File: src/rtl/fifo_pkg.sv
// rtl/fifo_pkg.sv - shared async FIFO pointer constants and Gray/binary helpers
//
// Purpose : default pointer width and Gray-code conversion functions shared by
//           the read and write pointer blocks.
// Contents: PTR_WIDTH_DEFAULT  default pointer width (wrap bit + address bits)
//           code_t             wide carrier type for width-independent helpers
//           bin2gray()         binary -> reflected Gray
//           gray2bin()         reflected Gray -> binary
//
// The helpers work on a 32-bit carrier so any pointer width up to 32 can use
// them: zero-extending a narrower pointer leaves its low bits converted
// correctly, and callers truncate the result back with a size cast.

package fifo_pkg;

    localparam int PTR_WIDTH_DEFAULT = 4;
    localparam int CODE_WIDTH        = 32;

    typedef logic [CODE_WIDTH-1:0] code_t;

    function automatic code_t bin2gray(input code_t bin);
        return bin ^ (bin >> 1);
    endfunction

    // Each binary bit is the XOR of all Gray bits at or above it.
    function automatic code_t gray2bin(input code_t gray);
        code_t bin;
        bin[CODE_WIDTH-1] = gray[CODE_WIDTH-1];
        for (int i = CODE_WIDTH - 2; i >= 0; i--) begin
            bin[i] = bin[i+1] ^ gray[i];
        end
        return bin;
    endfunction

endpackage

File: src/rtl/gray_sync_2ff.sv
// rtl/gray_sync_2ff.sv - two-flop synchroniser for a Gray-coded pointer
//
// Purpose : brings a Gray pointer from a foreign clock domain into clk.
//           Only one bit of a Gray pointer changes per step, so sampling the
//           whole bus at once yields either the old or the new value.
// Ports   : clk  in   destination clock
//           rst  in   asynchronous active-high reset, clears both stages
//           d    in   WIDTH  pointer from the other domain
//           q    out  WIDTH  synchronised pointer (second stage)

module gray_sync_2ff #(
    parameter int WIDTH = 4
) (
    input  logic             clk,
    input  logic             rst,
    input  logic [WIDTH-1:0] d,
    output logic [WIDTH-1:0] q
);

    logic [WIDTH-1:0] stage1;

    always_ff @(posedge clk or posedge rst) begin
        if (rst) begin
            stage1 <= '0;
            q      <= '0;
        end else begin
            stage1 <= d;
            q      <= stage1;
        end
    end

endmodule

File: src/rtl/read_ptr_block.sv
// rtl/read_ptr_block.sv - async FIFO read-domain pointer and empty-flag generator
//
// Purpose : synchronises the write Gray pointer into r_clk, advances the read
//           pointer on accepted pops and registers a conservative empty flag.
// Ports   : r_clk    in   read-domain clock
//           rrst     in   asynchronous active-high reset
//           r_en     in   pop request (ignored while empty)
//           g_wptr   in   PTR_WIDTH  Gray write pointer from the write domain
//           g_rptr   out  PTR_WIDTH  registered Gray read pointer
//           b_rptr   out  PTR_WIDTH  registered binary read pointer; low
//                                    PTR_WIDTH-1 bits are the memory address
//           empty    out  registered empty flag
//           r_level  out  PTR_WIDTH  read-side occupancy (READ_LEVEL_EN only)
// Macro   : READ_LEVEL_EN adds the r_level output and its register.

module read_ptr_block
    import fifo_pkg::*;
#(
    parameter int PTR_WIDTH = PTR_WIDTH_DEFAULT
) (
    input  logic                 r_clk,
    input  logic                 rrst,
    input  logic                 r_en,
    input  logic [PTR_WIDTH-1:0] g_wptr,
    output logic [PTR_WIDTH-1:0] g_rptr,
    output logic [PTR_WIDTH-1:0] b_rptr,
    output logic                 empty
`ifdef READ_LEVEL_EN
    ,
    output logic [PTR_WIDTH-1:0] r_level
`endif
);

    logic [PTR_WIDTH-1:0] g_wptr_sync;
    logic [PTR_WIDTH-1:0] b_rptr_next;
    logic [PTR_WIDTH-1:0] g_rptr_next;
    logic                 pop;

    gray_sync_2ff #(
        .WIDTH (PTR_WIDTH)
    ) u_wptr_sync (
        .clk (r_clk),
        .rst (rrst),
        .d   (g_wptr),
        .q   (g_wptr_sync)
    );

    // A pop while empty is silently dropped; pointers wrap modulo 2^PTR_WIDTH.
    always_comb begin
        pop         = r_en & ~empty;
        b_rptr_next = b_rptr + PTR_WIDTH'(pop);
        g_rptr_next = PTR_WIDTH'(bin2gray(code_t'(b_rptr_next)));
    end

    // Empty compares the post-pop read pointer against the synced write
    // pointer as it stood before this edge. A write landing in the
    // synchroniser on the same edge is seen one cycle late, so empty can only
    // err on the side of being asserted.
    always_ff @(posedge r_clk or posedge rrst) begin
        if (rrst) begin
            b_rptr <= '0;
            g_rptr <= '0;
            empty  <= 1'b1;
        end else begin
            b_rptr <= b_rptr_next;
            g_rptr <= g_rptr_next;
            empty  <= (g_rptr_next == g_wptr_sync);
        end
    end

`ifdef READ_LEVEL_EN
    logic [PTR_WIDTH-1:0] b_wptr_sync;

    always_comb begin
        b_wptr_sync = PTR_WIDTH'(gray2bin(code_t'(g_wptr_sync)));
    end

    // Same sampling point as empty, so level and flag always agree.
    always_ff @(posedge r_clk or posedge rrst) begin
        if (rrst) begin
            r_level <= '0;
        end else begin
            r_level <= b_wptr_sync - b_rptr_next;
        end
    end
`endif

endmodule

File: config.mk
export PLATFORM = sky130hd
export DESIGN_NAME = read_ptr_block
export DESIGN_NICKNAME = d
export VERILOG_FILES = /design/src/rtl/fifo_pkg.sv /design/src/rtl/gray_sync_2ff.sv /design/src/rtl/read_ptr_block.sv
export SDC_FILE = /design/constraint.sdc
export NUM_CORES = 1
export LEC_CHECK = 0
export CORE_AREA = 10 10 54 56
export DETAILED_ROUTE_END_ITERATION = 6
export DIE_AREA = 0 0 64 66
export PLACE_DENSITY = 0.59
export SLEW_MARGIN = 20
export SYNTH_ARGS = -nofsm -noshare
export SYNTH_HDL_FRONTEND = slang
export SYNTH_SLANG_ARGS = --single-unit
File: constraint.sdc
create_clock -name r_clk -period 2.3 [get_ports r_clk]
set_clock_uncertainty 0.1 [all_clocks]
set_input_delay 0.46 -clock r_clk [delete_from_list [all_inputs] [get_ports r_clk]]
set_output_delay 0.46 -clock r_clk [all_outputs]
set_load 0.05 [all_outputs]
==> flow_summary.json <==
{
  "cts-resized-gates": 0,
  "synth_cell_types": 24,
  "path_max_fanout": 4,
  "crit_required_ns": 2.39,
  "grt_first_pass_wirelength_um": 1970,
  "tritoncts": "yes",
  "yosys-top-cells-count": "15 x dfrtp_1, 7 x xnor2_1, 3 x nor2_1",
  "gp_congestion": 0.780,
  "r2r-end": "empty$_DFF_PP1_",
  "slowest_delay_ns": 0.38,
  "vias": 421,
  "nets": 83,
  "final_cell_area_sq_um": 912,
  "fin_crit_ns": 2.19,
  "port_buffers": 15,
  "cp.depth": 8,
  "synth_ff_type": "dfrtp_1",
  "synth.ff_latch_count": 16,
  "dieArea_sq_mm": 0.00422,
  "crit_family": "simple AND/OR/NAND/NOR gates",
  "rrSetupSlack_ns": 0.23,
  "drv_cap": 0,
  "wl_um": 1140,
  "status": "finished, final reports clean",
  "max_slew_margin": 0.612,
  "grt_usage": 0.0608,
  "routedWlPerCell_um": 11.4,
  "dp_hpwl_um": 922,
  "synth.area.mux_share": 0,
  "syn_nets": 59,
  "synth_xor_area_frac": 0.169,
  "synth_largest_area_cell": "dfrtp_1",
  "endpoint_kind": "flip-flop",
  "seq_area_sq_um": 402,
  "ant_nets": 0,
  "fp.dieW_um": 64,
  "cts-root-buf": "clkbuf_4",
  "hold_viol": 0,
  "antenna_found_initial": 0,
  "min_from": "u_wptr_sync.stage1[3]$_DFF_PP0_",
  "hold_path_class": "reg2reg",
  "die_h_um": 66,
  "worstHoldEndpoint": "u_wptr_sync.q[3]$_DFF_PP0_",
  "synthAdderAreaFrac": 0.0372,
  "drc": 0,
  "numCtsBuffers": 3,
  "netlist_instances": 50,
  "path_cells": "clkdlybuf4s50_1, nor2b_1, ha_1, ha_1, xor2_2, and3_4, o21a_1, nor4_2",
  "synth_area_leaders": "dfrtp_1 56%, xnor2_1 9.1%, xor3_4 4.1%",
  "syn_area_sq_um": 673,
  "cts_sinks": 16,
  "rows": 16,
  "crit_buf_inv": 1,
  "nFillCells": 188,
  "synthSimpleGateAreaFrac": 0.0967,
  "grt_setup_unrepaired": "false",
  "antenna_cells": 0,
  "clk_path_buf_depth": 2,
  "synth_top_family_by_area": "XOR/XNOR gates",
  "initial_core_util": 0.354,
  "max_clock_freq_mhz": 457,
  "areaGrowthSynthToFinish_pct": 35.5,
  "placed_cell_area_sq_um": 878,
  "synth_edf_count": 0,
  "first_iter_violations": 7,
  "tightest_slew_ns": 0.581,
  "final-max-slew-violation-count": 0,
  "hold_buffers": 0,
  "dr.pass1.iters": 2,
  "seq_area_frac_synth": 0.597,
  "slowest_stage": "clkdlybuf4s50_1",
  "grt_max_degree": 17,
  "post_cts_buffers": 0,
  "critPathMostFrequentCell": "ha_1",
  "cp.arrival_ns": 2.27,
  "core_sq_mm": 0.00190,
  "ioPinCount": 16,
  "synth_compound_area_frac": 0.0539,
  "clk_latency_ns": 0.28,
  "crit_type": "in2reg",
  "routed_via_density": 4.21,
  "async_flop_share": 1.00,
  "worst_setup_path_start_kind": "input port",
  "synth_top_cell_area_share": 0.558,
  "htree_levels": 1,
  "hold_path_depth": 0,
  "ys_warn_count": 0,
  "worstReg2RegStart": "empty$_DFF_PP1_",
  "yosysMostFrequentCell": "dfrtp_1",
  "grt_pass1_vias": 478,
  "cts.clk_slew.worst_paths_ns": 0.09,
  "gr-total-overflow": 0,
  "period_share": 0.951,
  "layout-drive-gt1-share": 0.260,
  "multi_input_area_sq_um": 248,
  "synth.avg_cell_area_sq_um": 13.5,
  "finalSetupViolCount": 0,
  "rr_worst_depth": 7
}
-- sequential cells by signal, summed over array words and instances, names as in the netlist --
signal,count
b_rptr,4
empty,1
g_rptr,3
u_wptr_sync.q,4
u_wptr_sync.stage1,4
-- area by class of cell --
cell class	instances	share of cell area
flip-flops and latches	16	0.440
multi-input cells	29	0.272
repair buffers	22	0.214
well taps	27	0.0370
clock buffers	4	0.0288
inverters	2	0.00823
-- worst register-to-register path: stages (launching register included) --
cell and delay [ns]:
dfstp_2 0.53, nor2b_1 0.05, ha_1 0.19, ha_1 0.23, xor2_2 0.20, and3_4 0.21, o21a_1 0.19, nor4_2 0.29
-- layer usage --
| metal | routed length [um] | track usage |
|---|---|---|
| met5 | 0 | 0 |
| met4 | 43 | 0.0492 |
| met3 | 97 | 0.0254 |
| met2 | 513 | 0.0970 |
| met1 | 485 | 0.0616 |
-- per-stage QoR --
step / utilization / setup TNS, ns / hold slack [ns] / cells / worst slack, ns
4_1_cts: 0.476 / 0 / 0.257 / 100 / 0.0868
2_1_floorplan: - / 0 / 0.231 / 50 / 0.0878
5_1_grt: 0.480 / 0 / 0.268 / 100 / 0.0142
6_report: 0.480 / 0 / 0.254 / 100 / 0.113
3_5_place_dp: 0.462 / -0.202 / 0.236 / 96 / -0.202
3_3_place_gp: 0.462 / -0.170 / 0.231 / 96 / -0.170
-- how the worst max path moves through the flow --
stage                     from               to  slack [ns]
2_1_floorplan  empty$_DFF_PP1_  empty$_DFF_PP1_        0.09
3_3_place_gp              r_en  empty$_DFF_PP1_       -0.17
3_5_place_dp              r_en  empty$_DFF_PP1_       -0.20
4_1_cts                   r_en  empty$_DFF_PP1_        0.09
5_1_grt                   r_en  empty$_DFF_PP1_        0.01
6_report                  r_en  empty$_DFF_PP1_        0.11
-- cells in the final DEF (no fill, tap or decap) --
cell             instances
clkbuf_1                 1
a21oi_1                  1
nor2_1                   3
nor4_2                   1
nand2_1                  2
o21a_1                   1
o21ai_1                  1
dfstp_2                  1
and3_4                   1
xnor2_1                  7
nor3_1                   1
clkbuf_4                 3
nor2b_1                  2
xor2_2                   2
buf_4                   10
clkdlybuf4s50_1         12
ha_1                     2
dfrtp_1                 15
inv_1                    2
a211oi_1                 1
o21ai_0                  1
xor3_4                   1
nand3_1                  1
a31oi_1                  1
-- logic make-up after synthesis --
family,after synthesis
AOI/OAI and AO/OA,6
xor gates and xnor gates,10
adders and majority gates,2
buffers and inverters,5
DFF,16
and+or+nand+nor,11
Power is left out: the tool's default activity adds up to more than one toggle a clock period on the data nets, which glitch-free logic cannot reach.
